`config.mk`:
```
export PLATFORM = sky130hd
export DESIGN_NAME = clk_rst_sequencer
export DESIGN_NICKNAME = d
export VERILOG_FILES = /design/src/rtl/clk_rst_sequencer.sv
export SDC_FILE = /design/constraint.sdc
export NUM_CORES = 1
export LEC_CHECK = 0
export CAP_MARGIN = 10
export CORE_ASPECT_RATIO = 0.5
export CORE_UTILIZATION = 55
export DETAILED_ROUTE_END_ITERATION = 6
export PLACE_DENSITY = 0.86
export SLEW_MARGIN = 40
export SYNTH_ARGS = -nofsm -noshare
export SYNTH_HDL_FRONTEND = slang
export SYNTH_SLANG_ARGS = --single-unit
```
`constraint.sdc`:
```
create_clock -name clk -period 2.3 [get_ports clk]
set_clock_uncertainty 0.15 [all_clocks]
set_input_delay 0.345 -clock clk [delete_from_list [all_inputs] [get_ports clk]]
set_output_delay 0.345 -clock clk [all_outputs]
set_load 0.03 [all_outputs]
```
`src/rtl/clk_rst_sequencer.sv`:
```
// Start-up and reset sequencer for the VGA pixel-clock path.
// Waits for a stable MMCM lock, enables the pixel-clock BUFGCE, holds the
// functional reset for a fixed time, and turns a debounced button press
// into a soft reset. Lock losses seen while running are counted for debug.
module clk_rst_sequencer #(
    parameter int SETTLE_CYCLES   = 256,
    parameter int RST_HOLD_CYCLES = 64,
    parameter int DEBOUNCE_CYCLES = 1_000_000
) (
    input  logic       clk,
    input  logic       rst,
    input  logic       locked,
    input  logic       btn,
    output logic       clk_ce,
    output logic       rst_out,
    output logic       ready,
    output logic [2:0] state,
    output logic [7:0] lock_loss_cnt
);

    localparam logic [2:0] WAIT_LOCK = 3'd0;
    localparam logic [2:0] SETTLE    = 3'd1;
    localparam logic [2:0] CLK_ON    = 3'd2;
    localparam logic [2:0] RUN       = 3'd3;
    localparam logic [2:0] FAULT     = 3'd4;

    localparam int SET_W = $clog2(SETTLE_CYCLES);
    localparam int HLD_W = $clog2(RST_HOLD_CYCLES);
    localparam int DB_W  = $clog2(DEBOUNCE_CYCLES);

    localparam logic [SET_W-1:0] SETTLE_LAST = SET_W'(SETTLE_CYCLES - 1);
    localparam logic [HLD_W-1:0] HOLD_LAST   = HLD_W'(RST_HOLD_CYCLES - 1);
    localparam logic [DB_W-1:0]  DB_LAST     = DB_W'(DEBOUNCE_CYCLES - 1);

    logic             locked_m, locked_s;
    logic             btn_m, btn_s;
    logic             btn_db, btn_db_q;
    logic [DB_W-1:0]  db_cnt;
    logic             press;
    logic [2:0]       state_r;
    logic [SET_W-1:0] settle_cnt;
    logic [HLD_W-1:0] hold_cnt;

    // Two-flop synchronizers for the asynchronous lock flag and button.
    always_ff @(posedge clk or posedge rst) begin
        if (rst) begin
            locked_m <= 1'b0;
            locked_s <= 1'b0;
            btn_m    <= 1'b0;
            btn_s    <= 1'b0;
        end else begin
            locked_m <= locked;
            locked_s <= locked_m;
            btn_m    <= btn;
            btn_s    <= btn_m;
        end
    end

    // Debouncer: accept a new button level only after it has differed from
    // the accepted level for DEBOUNCE_CYCLES consecutive cycles.
    always_ff @(posedge clk or posedge rst) begin
        if (rst) begin
            btn_db   <= 1'b0;
            btn_db_q <= 1'b0;
            db_cnt   <= '0;
        end else begin
            btn_db_q <= btn_db;
            if (btn_s != btn_db) begin
                if (db_cnt == DB_LAST) begin
                    btn_db <= btn_s;
                    db_cnt <= '0;
                end else begin
                    db_cnt <= db_cnt + DB_W'(1);
                end
            end else begin
                db_cnt <= '0;
            end
        end
    end

    // One-cycle pulse on the accepted 0->1 edge of the button.
    assign press = btn_db & ~btn_db_q;

    // Sequencer FSM; lock loss always wins over counter expiry or a press.
    always_ff @(posedge clk or posedge rst) begin
        if (rst) begin
            state_r       <= WAIT_LOCK;
            settle_cnt    <= '0;
            hold_cnt      <= '0;
            lock_loss_cnt <= '0;
        end else begin
            case (state_r)
                WAIT_LOCK: begin
                    settle_cnt <= '0;
                    if (locked_s) state_r <= SETTLE;
                end
                SETTLE: begin
                    if (!locked_s) begin
                        state_r    <= WAIT_LOCK;
                        settle_cnt <= '0;
                    end else if (settle_cnt == SETTLE_LAST) begin
                        state_r    <= CLK_ON;
                        settle_cnt <= '0;
                        hold_cnt   <= '0;
                    end else begin
                        settle_cnt <= settle_cnt + SET_W'(1);
                    end
                end
                CLK_ON: begin
                    if (!locked_s) begin
                        state_r  <= FAULT;
                        hold_cnt <= '0;
                    end else if (hold_cnt == HOLD_LAST) begin
                        state_r  <= RUN;
                        hold_cnt <= '0;
                    end else begin
                        hold_cnt <= hold_cnt + HLD_W'(1);
                    end
                end
                RUN: begin
                    if (!locked_s) begin
                        state_r <= FAULT;
                        if (lock_loss_cnt != 8'hFF)
                            lock_loss_cnt <= lock_loss_cnt + 8'd1;
                    end else if (press) begin
                        // Soft reset: re-assert rst_out with the clock kept running.
                        state_r  <= CLK_ON;
                        hold_cnt <= '0;
                    end
                end
                FAULT: begin
                    state_r <= WAIT_LOCK;
                end
                default: begin
                    state_r <= WAIT_LOCK;
                end
            endcase
        end
    end

    // Outputs decode from the state register only; unused codes look like WAIT_LOCK.
    assign clk_ce  = (state_r == CLK_ON) || (state_r == RUN);
    assign rst_out = (state_r != RUN);
    assign ready   = (state_r == RUN);
    assign state   = state_r;

endmodule

```
# Word-level counts from Yosys, hierarchy flattened
# Index checks and enable logic that the tools add are counted.
# op_classes
n_mux,20
n_bitwise,3
n_reduce_logical,8
addsub,4
eq_ne,17
# op_table
operator,count
$mux 20,2
$mux 6,6
$mux 3,7
$add 20x1->20 const B,1
$eq 20x20->1 const B,1
$pmux 6 s3,1
$add 8x1->8 const B,2
$mux 8,2
$pmux 8 s2,1
$pmux 3 s4,1
$eq 8x8->1 const B,1
$ne 8x8->1 const B,1
$add 6x1->6 const B,1
$eq 3x2->1 const B,2
$eq 6x6->1 const B,1
$ne 2x2->1 const B,3
$ne 3x2->1 const B,2
$ne 3x3->1 const B,2
$reduce_and 5->1,1
$ne 2x1->1 const B,2
$reduce_and 4->1,1
$eq 3x1->1 const B,1
$logic_not 3->1,1
$reduce_and 3->1,1
7 further kinds,8
# totals
output_inout_bits,14
ff_bits,51
input_bits,4
word_cells,63

# Longest topological paths before layout
# depth
word_depth,5
mapped_depth,6
ltp_nobuf,5

# Least setup slack after synthesis
# No wires, ideal clock.
# synth_timing
path_kind,reg-to-output
start,register state_r[2] (netlist: state[2])
end,output port ready
t_arrival_ns,1.623
path_slack_ns,0.182
n_path_buf,1
required_time_ns,1.805
stages_incl_launch_ff,6
cell_sequence,dfrtp_1 buf_2 nand2b_1 inv_1 nand2_1 inv_1
# synth_via
elab_chain_cells,1
# synth_rtl
item,line_no,source
from (decl),40,logic [2:0] state_r;
from (signal assigned),87,state_r <= WAIT_LOCK;
from (signal assigned),95,if (locked_s) state_r <= SETTLE;
from (signal assigned),99,state_r <= WAIT_LOCK;
$eq 3x2->1,144,assign ready = (state_r == RUN);
to (decl),16,"output logic ready,"
# No other way between the ends.

# Final worst setup path
# layout_timing
start,register state_r[1] (netlist: state[1])
end,output port rst_out
# layout_via
elab_chain_cells,1
# layout_rtl
item,line_no,source
$ne 3x2->1,143,assign rst_out = (state_r != RUN);
to (decl),15,"output logic rst_out,"
# No other way between the ends.

==> metrics <==
CTS tree done; endpoint class of the critical path output pin; Core Box Area 4120 um2; Clock Path Buffers 2; CP max stage cell clkdlybuf4s50_1; Fillers 294; nets 270; R2R cell count 6; initial core utilization 60.8%; Pins Over Slew Limit 0; num rows 16; Tcrit/Tclk final 94.4%; GRT Util Overall 22.6%; Top FF cell, synth dfrtp_1; Yosys reg bits 51; critical path type register to output pin; post-layout instance area 2850 um2; post-DP HPWL 3520 um; peak supply drop 0.409 mV; Worst slew margin 65.1%; Syn Area/Cell 10.5 um2; Synth top cells by count 51 x dfrtp_1, 27 x nor2_1, 17 x nand2_1, 16 x xnor2_1, 14 x nand3_1; top-count cell post-synth dfrtp_1; Max stage delay on crit path 0.68 ns; unrepaired setup endpoints after global routing false; first-pass GRT wire length 8600 um; Port Buffer Count 17; fraction of layout cells with a size suffix above 1 7.98%; GR Layer Usage met2 37.6%; Worst Min Path Start locked_m; MaxCap Viol Count 0; Routed WL 4970 um; DP Worst Slack 0.337 ns; crit start category register; Post-Syn Nets 248; Iter 0 DRT Violations 111; grt total ovfl 0; Power, Total 2.16 mW; cts-stage hold buffer count 0; final setup TNS 0 ns; Hold Path Sink locked_s; vias in the first global route 1,859; Cell Pwr Density 758 nW/um2; Reg-to-Reg End db_cnt[11]; Clock Latency Late Sink 0.31 ns; Syn-to-layout area delta 13.5%; Cell Count, Final, Fillers Out 317; Die Height 49.8 um; R2R Setup Slk 0.31 ns; DRC errors left 0; Post-Syn Instances 240; CP cell instances nand2b_1 -> inv_1 -> nand2_1 -> clkdlybuf4s50_1; global route hottest layer met2; LEAKAGE 1.23 nW; synth top area cells dfrtp_1 51%, xnor2_1 5.6%, nor2_1 4.0%; H-tree depth 2; total CTS buffers 5; Post-DRT Antenna Nets 0; endpoints failing setup 0; Critical Path RT 1.80 ns; fmax 461 MHz; critical-path maximum fanout 3; Worst Hold Depth 0; First-pass DRT Iterations 4; dpl cells 309; vias after detailed routing 1,929; Final min period 2.17 ns; Post-Syn Area 2510 um2; worst min-delay path category register to register; Antenna Cells 0; Reg2Reg Launch Point db_cnt[0]; EDFF count, synth 0; hold_ws 0.205 ns; Clock transition at path regs 0.09 ns; average wire per standard cell 15.7 um; Unique masters post-synth 45; die width 97.5 um; GPL Wtd Cong 0.874; post-route worst setup slack 0.129 ns; Synthesis Warnings 0; total die area 4850 um2; Post-CTS Repair Setup Buffers 0; fraction of the yosys area taken by sequential cells 50.9%; vias per cell 6.09; worst path arrival time 1.68 ns; Synth async-reset ratio 100%; Yosys top cell by area dfrtp_1; routing usage on met1 30.0%; placed instance area 2760 um2; grt met3 use 5.11%; final core occ 69.0%; # IOs 18; clock sink count 51; area share of the leading cell type in the synthesized netlist 50.9%; initial antenna violation count 0; status finished, final reports clean; slew at the pin with the worst max-slew slack 0.521 ns; largest net degree at the start of global routing 52; clk root buf clkbuf_8; Hold Fails Final Rpt 0
kinds of logic (layout without fill, tap and decap cells):
| kind of cell | Yosys count | after routing | share of synthesized area (%) |
|---|---|---|---|
| muxes | 3 | 3 | 1.30 |
| and+or+nand+nor | 109 | 109 | 25.1 |
| DFF | 51 | 51 | 50.9 |
| xor gates and xnor gates | 27 | 27 | 9.43 |
| adders and majority gates | 4 | 4 | 2.00 |
| AOI/OAI and AO/OA | 34 | 34 | 9.18 |
| buffers and inverters | 12 | 35 | 2.14 |
power breakdown:
part | leakage, nW | total (mW) | internal, mW | switching, mW
Clock | 0.0422 | 0.509 | 0.214 | 0.295
Sequential | 0.692 | 1.08 | 0.972 | 0.109
Combinational | 0.499 | 0.568 | 0.236 | 0.332
Total | 1.23 | 2.16 | 1.42 | 0.736
repair_timing:
| item | in CTS | in global routing |
|---|---|---|
| resized for setup | 0 | 1 |
| setup endpoints to repair | 0 | 1 |
| endpoints found under the hold margin | 0 | 0 |
cells in the final DEF, fill, tap and decap left out, types with 3 or more instances in the layout:
master,count
nand4b_1,4
nor4_1,5
and4_1,3
nand3_1,14
and2_1,3
and3_1,5
clkbuf_8,5
o21ai_0,8
a21oi_1,9
nand2b_1,3
nand2_1,17
nor2_1,27
dfrtp_1,51
xor2_1,11
ha_1,4
inv_1,5
clkdlybuf4s50_1,16
nor3_1,6
xnor2_1,16
a31oi_1,5
buf_4,3
nand4_1,9
critical path: cells and delay by family, from the launching register on:
kind | cells | cell delay [ns]
buf+inv | 2 | 0.76
flops | 1 | 0.39
simple gates | 2 | 0.22
layer usage:
layer	routed length (um)	vias to the layer above
li1	-	917
met1	2360	972
met2	2390	30
met3	152	10
met4	69	0
met5	0	-
flip-flops by register name, summed over array words and instances (netlist names), 3 cells and up:
register       count
lock_loss_cnt      8
state              3
settle_cnt         8
hold_cnt           6
db_cnt            20
final cells by class:
| cell class | count | area [um2] | share of cell area (%) |
|---|---|---|---|
| flip-flops and latches | 51 | 1280 | 44.8 |
| clock buffers | 7 | 76.3 | 2.68 |
| repair buffers | 21 | 215 | 7.56 |
| multi-input cells | 177 | 1180 | 41.6 |
| clock inverters | 1 | 5.00 | 0.176 |
| well taps | 54 | 67.6 | 2.37 |
| inverters | 6 | 22.5 | 0.791 |
worst max-delay path by stage:
stage | endpoint | from
final | rst_out | state[1]
after global routing | rst_out | state[1]
after CTS | ready | state[2]
after detailed placement | db_cnt[11] | db_cnt[0]
after global placement | ready | state[2]
after floorplan | ready | state[2]
Power figures use the tool's default switching activity.
